<file path="config.mk">
export PLATFORM = sky130hd
export DESIGN_NAME = arm_mc_controller_flat
export DESIGN_NICKNAME = d
export VERILOG_FILES = /design/src/rtl/arm_mc_pkg.sv /design/src/rtl/arm_mc_controller_if.sv /design/src/rtl/arm_condlogic.sv /design/src/rtl/arm_mc_controller.sv /design/src/flat_wrapper.sv
export SDC_FILE = /design/constraint.sdc
export NUM_CORES = 1
export LEC_CHECK = 0
export CORE_ASPECT_RATIO = 0.9
export CORE_UTILIZATION = 35
export CTS_BUF_LIST = sky130_fd_sc_hd__clkbuf_16
export CTS_CLUSTER_DIAMETER = 100
export DETAILED_ROUTE_END_ITERATION = 12
export PLACE_DENSITY_LB_ADDON = 0.3
export SLEW_MARGIN = 30
export SYNTH_ARGS = -nofsm -noshare
export SYNTH_HDL_FRONTEND = slang
export SYNTH_SLANG_ARGS = --single-unit
</file>
<file path="constraint.sdc">
create_clock -name clk -period 2.2 [get_ports clk]
set_input_delay 0.44 -clock clk [delete_from_list [all_inputs] [get_ports clk]]
set_output_delay 0.44 -clock clk [all_outputs]
set_load 0.03 [all_outputs]
</file>
<file path="src/rtl/arm_mc_pkg.sv">
// arm_mc_pkg: shared state, opcode and datapath select encodings for the multicycle ARM controller
package arm_mc_pkg;
    typedef enum logic [3:0] {
        FETCH, DECODE, MEMADR, MEMRD, MEMWB, MEMWR, EXECUTER, EXECUTEI, ALUWB, BRANCH
    } stateT;
    localparam logic [1:0] OP_DP  = 2'b00;
    localparam logic [1:0] OP_MEM = 2'b01;
    localparam logic [1:0] OP_BR  = 2'b10;
    localparam logic [3:0] CMD_ADD = 4'b0100;
    localparam logic [3:0] CMD_SUB = 4'b0010;
    localparam logic [3:0] CMD_AND = 4'b0000;
    localparam logic [3:0] CMD_ORR = 4'b1100;
    localparam logic [1:0] ALU_ADD = 2'b00;
    localparam logic [1:0] ALU_SUB = 2'b01;
    localparam logic [1:0] ALU_AND = 2'b10;
    localparam logic [1:0] ALU_ORR = 2'b11;
    localparam logic [1:0] RES_ALUOUT    = 2'b00;
    localparam logic [1:0] RES_DATA      = 2'b01;
    localparam logic [1:0] RES_ALURESULT = 2'b10;
    localparam logic [1:0] SRCB_REG  = 2'b00;
    localparam logic [1:0] SRCB_IMM  = 2'b01;
    localparam logic [1:0] SRCB_FOUR = 2'b10;
endpackage

</file>
<file path="src/rtl/arm_mc_controller_if.sv">
// arm_mc_controller_if: instruction fields and ALU flags in, datapath enables and selects out
interface arm_mc_controller_if;
    logic [3:0] Cond;
    logic [1:0] Op;
    logic [5:0] Funct;
    logic [3:0] Rd;
    logic [3:0] ALUFlags;
    logic       PCWrite, AdrSrc, MemWrite, IRWrite, RegWrite, ALUSrcA;
    logic [1:0] ResultSrc, ALUSrcB, ALUControl, ImmSrc, RegSrc;
    modport master (
        output Cond, Op, Funct, Rd, ALUFlags,
        input  PCWrite, AdrSrc, MemWrite, IRWrite, RegWrite, ALUSrcA,
               ResultSrc, ALUSrcB, ALUControl, ImmSrc, RegSrc
    );
    modport slave (
        input  Cond, Op, Funct, Rd, ALUFlags,
        output PCWrite, AdrSrc, MemWrite, IRWrite, RegWrite, ALUSrcA,
               ResultSrc, ALUSrcB, ALUControl, ImmSrc, RegSrc
    );
endinterface

</file>
<file path="src/rtl/arm_condlogic.sv">
// arm_condlogic: NZCV flag register, condition evaluation and gating of architectural writes
module arm_condlogic (
    input  logic       clk,
    input  logic       reset,
    input  logic [3:0] Cond,
    input  logic [3:0] ALUFlags,
    input  logic [1:0] FlagW,
    input  logic       PCS,
    input  logic       NextPC,
    input  logic       RegW,
    input  logic       MemW,
    output logic       PCWrite,
    output logic       RegWrite,
    output logic       MemWrite
);
    logic [3:0] flags;
    logic       n, z, c, v, condEx, condExD;
    assign {n, z, c, v} = flags;
    always_comb begin
        case (Cond)
            4'b0000: condEx = z;
            4'b0001: condEx = !z;
            4'b0010: condEx = c;
            4'b0011: condEx = !c;
            4'b0100: condEx = n;
            4'b0101: condEx = !n;
            4'b0110: condEx = v;
            4'b0111: condEx = !v;
            4'b1000: condEx = c & !z;
            4'b1001: condEx = !c | z;
            4'b1010: condEx = n == v;
            4'b1011: condEx = n != v;
            4'b1100: condEx = !z & (n == v);
            4'b1101: condEx = z | (n != v);
            4'b1110: condEx = 1'b1;
            default: condEx = 1'b0;
        endcase
    end
    // condExD holds the verdict taken before this instruction's own flag update
    always_ff @(posedge clk) begin
        if (reset) begin
            flags   <= 4'b0000;
            condExD <= 1'b0;
        end else begin
            if (FlagW[1] & condEx) flags[3:2] <= ALUFlags[3:2];
            if (FlagW[0] & condEx) flags[1:0] <= ALUFlags[1:0];
            condExD <= condEx;
        end
    end
    assign PCWrite  = !reset & ((PCS & condExD) | NextPC);
    assign RegWrite = !reset & RegW & condExD;
    assign MemWrite = !reset & MemW & condExD;
endmodule

</file>
<file path="src/rtl/arm_mc_controller.sv">
// arm_mc_controller: Moore sequencer and ALU decode for the shared-memory multicycle ARM datapath
module arm_mc_controller
    import arm_mc_pkg::*;
(
    input logic clk,
    input logic reset,
    arm_mc_controller_if.slave bus
);
    stateT      stateQ, stateD;
    logic       irW, aluOp, nextPC, regW, memW, branch, pcs;
    logic       isAdd, isSub, isAnd, isOrr;
    logic [1:0] flagW;
    always_ff @(posedge clk) stateQ <= reset ? FETCH : stateD;
    always_comb begin
        stateD        = FETCH;
        irW           = 1'b0;
        aluOp         = 1'b0;
        nextPC        = 1'b0;
        regW          = 1'b0;
        memW          = 1'b0;
        branch        = 1'b0;
        bus.AdrSrc    = 1'b0;
        bus.ALUSrcA   = 1'b0;
        bus.ALUSrcB   = SRCB_REG;
        bus.ResultSrc = RES_ALUOUT;
        case (stateQ)
            FETCH: begin
                stateD        = DECODE;
                irW           = 1'b1;
                nextPC        = 1'b1;
                bus.ALUSrcA   = 1'b1;
                bus.ALUSrcB   = SRCB_FOUR;
                bus.ResultSrc = RES_ALURESULT;
            end
            DECODE: begin
                stateD        = bus.Op == OP_MEM ? MEMADR :
                                bus.Op == OP_DP  ? (bus.Funct[5] ? EXECUTEI : EXECUTER) :
                                bus.Op == OP_BR  ? BRANCH : FETCH;
                bus.ALUSrcA   = 1'b1;
                bus.ALUSrcB   = SRCB_FOUR;
                bus.ResultSrc = RES_ALURESULT;
            end
            MEMADR: begin
                stateD      = bus.Funct[0] ? MEMRD : MEMWR;
                bus.ALUSrcB = SRCB_IMM;
            end
            MEMRD: begin
                stateD     = MEMWB;
                bus.AdrSrc = 1'b1;
            end
            MEMWB: begin
                regW          = 1'b1;
                bus.ResultSrc = RES_DATA;
            end
            MEMWR: begin
                memW       = 1'b1;
                bus.AdrSrc = 1'b1;
            end
            EXECUTER: begin
                stateD = ALUWB;
                aluOp  = 1'b1;
            end
            EXECUTEI: begin
                stateD      = ALUWB;
                aluOp       = 1'b1;
                bus.ALUSrcB = SRCB_IMM;
            end
            ALUWB: regW = 1'b1;
            BRANCH: begin
                branch        = 1'b1;
                bus.ALUSrcB   = SRCB_IMM;
                bus.ResultSrc = RES_ALURESULT;
            end
            default: stateD = FETCH;
        endcase
    end
    assign isAdd = bus.Funct[4:1] == CMD_ADD;
    assign isSub = bus.Funct[4:1] == CMD_SUB;
    assign isAnd = bus.Funct[4:1] == CMD_AND;
    assign isOrr = bus.Funct[4:1] == CMD_ORR;
    assign bus.ALUControl = !aluOp ? ALU_ADD : isSub ? ALU_SUB : isAnd ? ALU_AND :
                            isOrr ? ALU_ORR : ALU_ADD;
    // unsupported cmds never touch the flags
    assign flagW = {bus.Funct[0] & aluOp & (isAdd | isSub | isAnd | isOrr),
                    bus.Funct[0] & aluOp & (isAdd | isSub)};
    assign pcs          = ((bus.Rd == 4'hF) & regW) | branch;
    assign bus.IRWrite  = irW & !reset;
    assign bus.ImmSrc   = bus.Op;
    assign bus.RegSrc   = {bus.Op == OP_MEM, bus.Op == OP_BR};
    arm_condlogic condLogic (
        .clk     (clk),
        .reset   (reset),
        .Cond    (bus.Cond),
        .ALUFlags(bus.ALUFlags),
        .FlagW   (flagW),
        .PCS     (pcs),
        .NextPC  (nextPC),
        .RegW    (regW),
        .MemW    (memW),
        .PCWrite (bus.PCWrite),
        .RegWrite(bus.RegWrite),
        .MemWrite(bus.MemWrite)
    );
endmodule

</file>
<file path="src/flat_wrapper.sv">
// flat-port wrapper written by rule: the top's interface ports become plain ports
module arm_mc_controller_flat import arm_mc_pkg::*;
  (clk, reset, bus_Cond, bus_Op, bus_Funct, bus_Rd, bus_ALUFlags, bus_PCWrite, bus_AdrSrc, bus_MemWrite, bus_IRWrite, bus_RegWrite, bus_ALUSrcA, bus_ResultSrc, bus_ALUSrcB, bus_ALUControl, bus_ImmSrc, bus_RegSrc);
  arm_mc_controller_if bus_i ();
  input logic clk;
  input logic reset;
  input wire logic [$bits(bus_i.Cond)-1:0] bus_Cond;
  input wire logic [$bits(bus_i.Op)-1:0] bus_Op;
  input wire logic [$bits(bus_i.Funct)-1:0] bus_Funct;
  input wire logic [$bits(bus_i.Rd)-1:0] bus_Rd;
  input wire logic [$bits(bus_i.ALUFlags)-1:0] bus_ALUFlags;
  output wire logic [$bits(bus_i.PCWrite)-1:0] bus_PCWrite;
  output wire logic [$bits(bus_i.AdrSrc)-1:0] bus_AdrSrc;
  output wire logic [$bits(bus_i.MemWrite)-1:0] bus_MemWrite;
  output wire logic [$bits(bus_i.IRWrite)-1:0] bus_IRWrite;
  output wire logic [$bits(bus_i.RegWrite)-1:0] bus_RegWrite;
  output wire logic [$bits(bus_i.ALUSrcA)-1:0] bus_ALUSrcA;
  output wire logic [$bits(bus_i.ResultSrc)-1:0] bus_ResultSrc;
  output wire logic [$bits(bus_i.ALUSrcB)-1:0] bus_ALUSrcB;
  output wire logic [$bits(bus_i.ALUControl)-1:0] bus_ALUControl;
  output wire logic [$bits(bus_i.ImmSrc)-1:0] bus_ImmSrc;
  output wire logic [$bits(bus_i.RegSrc)-1:0] bus_RegSrc;
  assign bus_i.Cond = bus_Cond;
  assign bus_i.Op = bus_Op;
  assign bus_i.Funct = bus_Funct;
  assign bus_i.Rd = bus_Rd;
  assign bus_i.ALUFlags = bus_ALUFlags;
  assign bus_PCWrite = bus_i.PCWrite;
  assign bus_AdrSrc = bus_i.AdrSrc;
  assign bus_MemWrite = bus_i.MemWrite;
  assign bus_IRWrite = bus_i.IRWrite;
  assign bus_RegWrite = bus_i.RegWrite;
  assign bus_ALUSrcA = bus_i.ALUSrcA;
  assign bus_ResultSrc = bus_i.ResultSrc;
  assign bus_ALUSrcB = bus_i.ALUSrcB;
  assign bus_ALUControl = bus_i.ALUControl;
  assign bus_ImmSrc = bus_i.ImmSrc;
  assign bus_RegSrc = bus_i.RegSrc;
  arm_mc_controller u_core (.clk(clk), .reset(reset), .bus(bus_i));
endmodule
</file>
==> impl_metrics.json, run 1 <==
{
  "finalHoldViolCount": 0,
  "num_antenna_cells": 0,
  "power_density_nw_per_um2": 507,
  "grt_overflow_total": 0,
  "drt_first_pass_iters": 4,
  "critPathTopFamily": "buffers and inverters",
  "dieArea_um2": 2680,
  "grt_pass1_wl_um": 3590,
  "cts_buffer_depth": 2,
  "grtUsageTotal_pct": 18.0,
  "filler_cell_count": 210,
  "wl_per_cell_um": 11.9,
  "grt_pass1_vias": 876,
  "cts_root_buf": "clkbuf_16",
  "design.portCount": 38,
  "avgSynthCellArea_um2": 8.10,
  "numCtsBuffers": 3,
  "p_leak_nw": 0.585,
  "drive_gt1_share_pct": 25.8,
  "cts.sinks": 9,
  "setup_viol": 0,
  "async_flop_share_pct": 0,
  "start_util_pct": 38.3,
  "drtIter0Drc": 15,
  "path_clk_slew_ns": 0.04,
  "ys_ff_latch": 9,
  "synth_common_cells": "nand2b_1 (10), nor2_1 (10), dfxtp_1 (9)",
  "core_area_um2": 2260,
  "fin_crit_ns": 2.11,
  "crit_path_start_kind": "flop",
  "crit_chain": "buf_4 -> nor3_1 -> clkdlybuf4s50_1",
  "max_stage_delay_ns": 0.71,
  "rsz0062_at_grt": "no",
  "dpl.hpwl_um": 1730,
  "syn_inst": 107,
  "ys.flop_type": "dfxtp_1",
  "clkLatencyLatePin_ns": 0.24,
  "synth_largest_area_cell": "dfxtp_1",
  "timing.slew.headroom_pct": 75.6,
  "crit_arrival_ns": 1.67,
  "worstPathMaxFanout": 7,
  "hp-class": "reg2reg",
  "power_w": 0.000730,
  "cts_tree": "done",
  "die_y_um": 49.2,
  "drt-total-wl_um": 2170,
  "synth_cell_types": 39,
  "gp_congestion": 0.863,
  "ys_seq_area_share_pct": 20.8,
  "finalCritPeriodShare_pct": 96.0,
  "reg2reg_slack_ns": 0.29,
  "h-tree-depth": 1,
  "area_growth_pct": 66.1,
  "worst_pin_slew_ns": 0.366,
  "fmax_ghz": 0.473,
  "post-synth-top-area-fraction_pct": 20.8,
  "final_max_slew_viol_count": 0,
  "vias": 940,
  "whs_ns": 0.519,
  "critPathBufInv": 2,
  "fin_tns_setup_ns": 0,
  "worstSetupEndpointType": "primary output",
  "maxCapViolCount": 0,
  "synth-edff-count": 0,
  "die_w_um": 54.5,
  "required_ns": 1.76,
  "cp_slowest_cell": "clkdlybuf4s50_1",
  "ant_nets": 0,
  "synth_fp_nets": 129,
  "antenna_found_initial": 0,
  "netlist_top_cells_area": "dfxtp_1 (21%), mux2i_1 (8.1%), nand2b_1 (7.2%)",
  "drc": 0,
  "yosys_warnings": 0,
  "netlist_area_um2": 867,
  "crit_type": "reg2out",
  "fp-row-count": 16,
  "grt_max_degree": 13,
  "irDropWorstVdd_uv": 596,
  "status": "completed",
  "via_per_inst": 5.16,
  "port_buffers": 37,
  "nets": 178,
  "fin_skew_ns": 0.00121
}
[per-layer routing]
metal	vias to the layer above	track usage (%)	wire, µm
met5	-	0	0
met4	0	3.85	12
met3	2	5.61	141
met2	33	29.7	1010
met1	423	22.3	1010
li1	482	-	-
[stage by stage]
step	setup slack, ns	cell area, µm²	instances	utilization [%]
after floorplan	0.00663	886	107	-
after global placement	-0.158	1340	178	59.2
after detailed placement	-0.208	1340	178	59.2
after CTS	0.0112	1420	182	62.9
after global routing	0.0122	1440	182	63.7
final	0.0871	1440	182	63.7
[tightest hold or removal path: cells and delay by family, from the launching register on]
kind / cells / cell delay (ns)
muxes: 1 / 0.05
DFF: 1 / 0.34
and+or+nand+nor: 1 / 0.08
[state kept, by name, indices dropped and copies added (netlist names)]
signal / cells
u_core.condLogic.condExD: 1
u_core.condLogic.flags: 4
u_core.stateQ: 4
[final cells by class]
type | count | area, µm² | area share [%]
timing repair buffer | 54 | 479 | 33.3
inverter | 3 | 11.3 | 0.782
clock inverter | 1 | 3.75 | 0.261
sequential | 9 | 183 | 12.7
multi-input combinational | 85 | 654 | 45.4
clock buffer | 3 | 75.1 | 5.21
tap | 27 | 33.8 | 2.35
[power by group]
group	switching [W]	total, W	leakage, nW	internal [W]
Combinational	0.000111	0.000228	0.469	0.000117
Sequential	0.0000118	0.000183	0.0742	0.000171
Clock	0.0000817	0.000319	0.0423	0.000238
Total	0.000204	0.000730	0.585	0.000526
[placed cells by master, fill, tap and decap left out, types with 2 or more instances in the layout]
cell,instances
buf_4,25
clkdlybuf4s50_1,24
nor2_1,10
nand2b_1,9
nor3_1,7
mux2i_1,7
dfxtp_1,7
inv_1,4
nor2b_1,4
a21oi_1,4
nand2_1,3
xnor2_1,3
o21ai_0,3
a22oi_1,3
clkbuf_16,3
dlygate4sd2_1,3
nand2b_4,2
a22o_1,2
xor2_1,2
a2111oi_4,2
nor4_1,2
nor3b_1,2
mux2_2,2
a211oi_2,2
dlymetal6s2s_1,2
dfxtp_2,2
[worst paths after layout]
kind	startpoint	end	depth (start not counted)
setup / recovery	u_core.stateQ[1]	bus_ALUSrcA	3
hold / removal	u_core.condLogic.flags[2]	u_core.condLogic.flags[2]	2
setup reg to reg	u_core.stateQ[2]	u_core.condLogic.flags[0]	6
hold reg to reg	u_core.condLogic.flags[2]	u_core.condLogic.flags[2]	2
[repair_timing]
| action | in CTS | in global routing |
|---|---|---|
| setup buffers | 0 | 0 |
| resized for setup | 4 | 6 |
| cloned | 0 | 0 |
| hold buffers | 0 | 0 |
| setup endpoints to repair | 4 | 10 |
| pin swaps | 1 | 2 |
[cells by family after synthesis]
group	after synthesis	synth area share, %
buffers and inverters	13	7.94
AND/OR/NAND/NOR	50	33.3
multiplexers	9	10.7
AO/OA/AOI/OAI	20	19.5
XOR/XNOR	6	7.79
flip-flops	9	20.8
No activity file was read; power rests on OpenSTA's default activity.
==> run 2, diff against run 1 <==
RECOVER_POWER = 50   (was not set)
==> run 2 against run 1 <==
Core utilization down 1.0 points. Final cell count stayed put. Hold slack barely moved. Global-route usage unchanged. Critical path type is now in2out. Register-to-register slack about the same. Combinational power is 3% lower. Routed wire length grew 0.32%. Sequential power about the same. Design area is 1.6% lower. Total power is 0.88% lower.
==> impl_metrics.json, run 2 (synthesis gave the netlist of run 1 again) <==
{
  "p_leak_nw": 0.568,
  "worstPathMaxFanout": 12,
  "ff2ff_path_depth": 6,
  "power_density_nw_per_um2": 511,
  "fp-row-count": 16,
  "cts_root_buf": "clkbuf_16",
  "fin_crit_ns": 2.11,
  "cp_slowest_cell": "clkdlybuf4s50_1",
  "ctsHoldBuffers": 0,
  "hp-class": "reg2reg",
  "design.portCount": 38,
  "gp_congestion": 0.863,
  "final_common_cell": "clkdlybuf4s50_1",
  "dpl.hpwl_um": 1730,
  "crit_path_start_kind": "input pin",
  "drive_gt1_share_pct": 23.9,
  "grt_max_degree": 13,
  "path_clk_slew_ns": 0.04,
  "worst_pin_slew_ns": 0.366,
  "cpMostUsedCell": "buf_4",
  "die_y_um": 49.2,
  "vias": 941,
  "reg2reg_slack_ns": 0.30,
  "start_util_pct": 38.3,
  "postCtsSetupRepairBufs": 0,
  "reg.largest.list": "u_core.condLogic.flags x4, u_core.stateQ x4, u_core.condLogic.condExD x1",
  "critPathTopFamily": "buffers and inverters",
  "grt_pass1_wl_um": 3590,
  "h-tree-depth": 1,
  "area_growth_pct": 63.5,
  "setup_viol": 0,
  "drt-total-wl_um": 2180,
  "place_inst": 178,
  "hold_start": "u_core.condLogic.flags[2]",
  "postLayoutCoreUtil_pct": 62.7,
  "worstSetupEndpointType": "primary output",
  "timing.slew.headroom_pct": 75.6,
  "antenna_found_initial": 0,
  "max_stage_delay_ns": 0.43,
  "drc": 0,
  "grt_overflow_total": 0,
  "status": "completed",
  "port_buffers": 37,
  "cts.sinks": 9,
  "drt_first_pass_iters": 4,
  "finalCritPeriodShare_pct": 95.9,
  "r2r_end": "u_core.condLogic.flags[0]",
  "required_ns": 1.76,
  "nets": 178,
  "drtIter0Drc": 17,
  "finalHoldViolCount": 0,
  "via_per_inst": 5.17,
  "clkLatencyLatePin_ns": 0.24,
  "irDropWorstVdd_uv": 570,
  "core_area_um2": 2260,
  "num_antenna_cells": 0,
  "fin_skew_ns": 0.00113,
  "final_cell_mix": "clkdlybuf4s50_1 (23), buf_4 (21), nor2_1 (10)",
  "dieArea_um2": 2680,
  "fmax_ghz": 0.474,
  "wl_per_cell_um": 12.0,
  "maxCapViolCount": 0,
  "numCtsBuffers": 3,
  "final_cells": 182,
  "worstHoldEndpoint": "u_core.condLogic.flags[2]",
  "critPathBufInv": 3,
  "grtUsageTotal_pct": 18.0,
  "rsz0062_at_grt": "no",
  "cts_tree": "done",
  "timing.rr.start": "u_core.stateQ[2]",
  "die_w_um": 54.5,
  "cts_buffer_depth": 2,
  "grt_pass1_vias": 876,
  "min_delay_path_depth": 2,
  "ant_nets": 0,
  "crit_type": "in2out",
  "final_max_slew_viol_count": 0,
  "crit_arrival_ns": 1.67,
  "crit_chain": "clkdlybuf4s50_1 -> buf_4 -> or3_4 -> nor3_2 -> buf_4"
}
[run 2: tightest hold or removal path, stage by stage (launching register included)]
cell and delay, ns:
dfxtp_1 0.34, nand2b_1 0.08, mux2i_1 0.05
[run 2: what timing repair did]
action,4_1_cts,5_1_grt
endpoints found under the setup margin,4,10
resized for setup,4,6
gates cloned,0,0
pin swaps,1,2
[run 2: final cells by class]
type                       instances  area [µm²]
clock buffer                       3        75.1
clock inverter                     1        3.75
timing repair buffer              54         457
inverter                           3        11.3
multi-input combinational         85         654
sequential                         9         183
fill                             218         845
tap                               27        33.8
[run 2: worst max path at each step]
stage	start	end	slack, ns	cells past startpoint
floorplan	u_core.stateQ[0]	bus_MemWrite	0.007	3
CTS	reset	bus_IRWrite	0.01	5
finish	reset	bus_IRWrite	0.09	5
global placement	bus_Cond[1]	u_core.condLogic.flags[0]	-0.16	6
detailed placement	bus_Cond[1]	u_core.condLogic.flags[0]	-0.21	6
global route	bus_Cond[0]	u_core.condLogic.flags[1]	0.01	6
[run 2: power breakdown]
| group | leakage [nW] | switching, W | internal, W |
|---|---|---|---|
| clock network | 0.0423 | 0.0000820 | 0.000238 |
| registers | 0.0742 | 0.0000119 | 0.000171 |
| logic | 0.451 | 0.000111 | 0.000110 |
| total | 0.568 | 0.000205 | 0.000519 |
[run 2: metrics by stage]
step	setup TNS [ns]	setup slack [ns]	instance area [µm²]	hold WS (ns)	power (W)
2_1_floorplan	0	0.00663	886	0.469	0.000304
3_3_place_gp	-0.447	-0.158	1340	0.503	0.000407
3_5_place_dp	-0.668	-0.208	1340	0.510	0.000411
4_1_cts	0	0.0112	1420	0.518	0.000731
5_1_grt	0	0.0122	1420	0.530	0.000758
6_report	0	0.0899	1420	0.519	0.000724
[run 2: layer usage]
| metal | routed length, µm | part of all wire (%) | track usage [%] | vias to the layer above |
|---|---|---|---|---|
| met5 | 0 | 0 | 0 | - |
| met4 | 14 | 0.64 | 3.85 | 0 |
| met3 | 133 | 6.1 | 5.61 | 2 |
| met2 | 1010 | 46 | 29.7 | 29 |
| met1 | 1020 | 47 | 22.3 | 432 |
| li1 | - | - | - | 478 |
==> run 3, diff against run 2 <==
SETUP_SLACK_MARGIN = 0.1   (was not set)
==> run 3 against run 2 <==
Critical endpoint is now bus_ALUControl[1]. Critical path type is now reg2out. First-iteration DRC count is 35% lower. Combinational power is 4% higher. Design area increased by 2.3%. Die area stayed put.
==> impl_metrics.json, run 3 (synthesis gave the netlist of run 1 again) <==
{
  "status": "completed",
  "numCtsBuffers": 3,
  "nets": 180,
  "final_max_slew_viol_count": 0,
  "drive_gt1_share_pct": 25.5,
  "cts_tree": "done",
  "maxCapViolCount": 0,
  "topRoutingLayerUsed": "met4",
  "timing.slew.headroom_pct": 73.3,
  "h-tree-depth": 1,
  "port_buffers": 37,
  "irDropWorstVdd_uv": 601,
  "fin_crit_ns": 2.10,
  "grtUsageTotal_pct": 20.6,
  "vias": 999,
  "rsz0062_at_grt": "yes",
  "worstSetupEndpointType": "primary output",
  "hp-class": "reg2reg",
  "cts.sinks": 9,
  "start_util_pct": 38.3,
  "die_y_um": 49.2,
  "fmax_ghz": 0.477,
  "via_per_inst": 5.43,
  "wl_met1_um": 1090,
  "crit_arrival_ns": 1.66,
  "hold_start": "u_core.condLogic.flags[1]",
  "worstPathMaxFanout": 7,
  "reg.largest.list": "u_core.condLogic.flags x4, u_core.stateQ x4, u_core.condLogic.condExD x1",
  "setup_viol": 0,
  "whs_ns": 0.518,
  "wl_per_cell_um": 13.7,
  "design.portCount": 38,
  "path_clk_slew_ns": 0.04,
  "fin_tns_setup_ns": 0,
  "drc": 0,
  "die_w_um": 54.5,
  "critPathTopFamily": "simple AND/OR/NAND/NOR gates",
  "crit_path_start_kind": "flop",
  "grt_overflow_total": 0,
  "crit_chain": "nand2b_2 -> or3b_1 -> nor3_2 -> buf_4",
  "required_ns": 1.76,
  "max_stage_delay_ns": 0.42,
  "drt_first_pass_iters": 4,
  "grt_pass1_wl_um": 4110,
  "ctsHoldBuffers": 0,
  "fin_skew_ns": 0.000829,
  "worst_pin_slew_ns": 0.400,
  "p_leak_nw": 0.585,
  "met2_length_um": 1250,
  "drt-total-wl_um": 2530,
  "dieArea_um2": 2680,
  "routed-wl-met3_um": 140,
  "grt_max_degree": 11,
  "gp_congestion": 0.793,
  "finalHoldViolCount": 0,
  "final_cell_mix": "clkdlybuf4s50_1 (18), buf_4 (18), nor2_1 (10)",
  "critPathBufInv": 1,
  "drtIter0Drc": 11,
  "dpl.hpwl_um": 1830,
  "finalCritPeriodShare_pct": 95.3,
  "grt_pass1_vias": 951,
  "startpoint": "u_core.stateQ[3]",
  "cts_buffer_depth": 2,
  "area_growth_pct": 67.2,
  "antenna_found_initial": 0,
  "fp-row-count": 16,
  "cp_slowest_cell": "or3b_1",
  "core_area_um2": 2260,
  "ant_nets": 0,
  "power_density_nw_per_um2": 501,
  "crit_type": "reg2out",
  "clkLatencyLatePin_ns": 0.23,
  "cts_root_buf": "clkbuf_16",
  "timing.rr.start": "u_core.stateQ[3]",
  "num_antenna_cells": 0
}
-- run 3: changes by cell type in the layout (fill, tap and decap cells not counted), moves of 2 or more --
cell and delta:
clkdlybuf4s50_1 -5, clkbuf_1 +4, buf_4 -3, buf_6 +3, dlygate4sd2_1 +2, dlymetal6s2s_1 +2, nor4_1 -2, nor4_2 +2
-- run 3: worst register-to-register path, stage by stage (launching register included) --
cell and delay (ns):
dfxtp_1 0.37, nand2b_2 0.28, or3b_1 0.43, or2_1 0.29, a211oi_2 0.33, mux2i_1 0.24
-- run 3: final timing paths --
check	endpoint	slack [ns]	cells past startpoint
setup reg to reg	u_core.condLogic.flags[3]	0.18	5
hold reg to reg	u_core.condLogic.flags[1]	0.52	2
hold / removal	u_core.condLogic.flags[1]	0.52	2
setup / recovery	bus_ALUControl[1]	0.10	4
-- run 3: layout make-up --
| type | count | area [µm²] |
|---|---|---|
| Clock buffer | 3 | 75.1 |
| Clock inverter | 1 | 3.75 |
| Fill cell | 197 | 812 |
| Inverter | 3 | 11.3 |
| Multi-Input combinational cell | 85 | 676 |
| Sequential cell | 9 | 183 |
| Tap cell | 27 | 33.8 |
| Timing Repair Buffer | 56 | 468 |
-- run 3: metrics by stage --
step	setup slack, ns	instances	total power (W)	util (%)	area (µm²)
after floorplan	0.00832	107	0.000304	-	892
after global placement	-0.119	178	0.000407	59.5	1350
after detailed placement	-0.191	178	0.000412	59.5	1350
after CTS	0.106	184	0.000731	64.6	1460
after global routing	0.0553	184	0.000754	64.1	1450
final	0.103	184	0.000726	64.1	1450
-- run 3: layer usage --
layer / track usage (%) / vias up
met4: 5.98 / 0
li1: - / 483
met1: 25.5 / 476
met3: 3.12 / 4
met5: 0 / -
met2: 35.4 / 36
-- run 3: what timing repair did --
| item | CTS | global route |
|---|---|---|
| setup buffers | 2 | 0 |
| pin swaps | 4 | 4 |
| gates resized for setup | 12 | 12 |
| endpoints found under the setup margin | 14 | 12 |
-- run 3: power by group --
group	total (W)	switching (W)	internal (W)
combinational	0.000230	0.000118	0.000112
sequential	0.000186	0.0000147	0.000171
clock	0.000311	0.0000738	0.000237
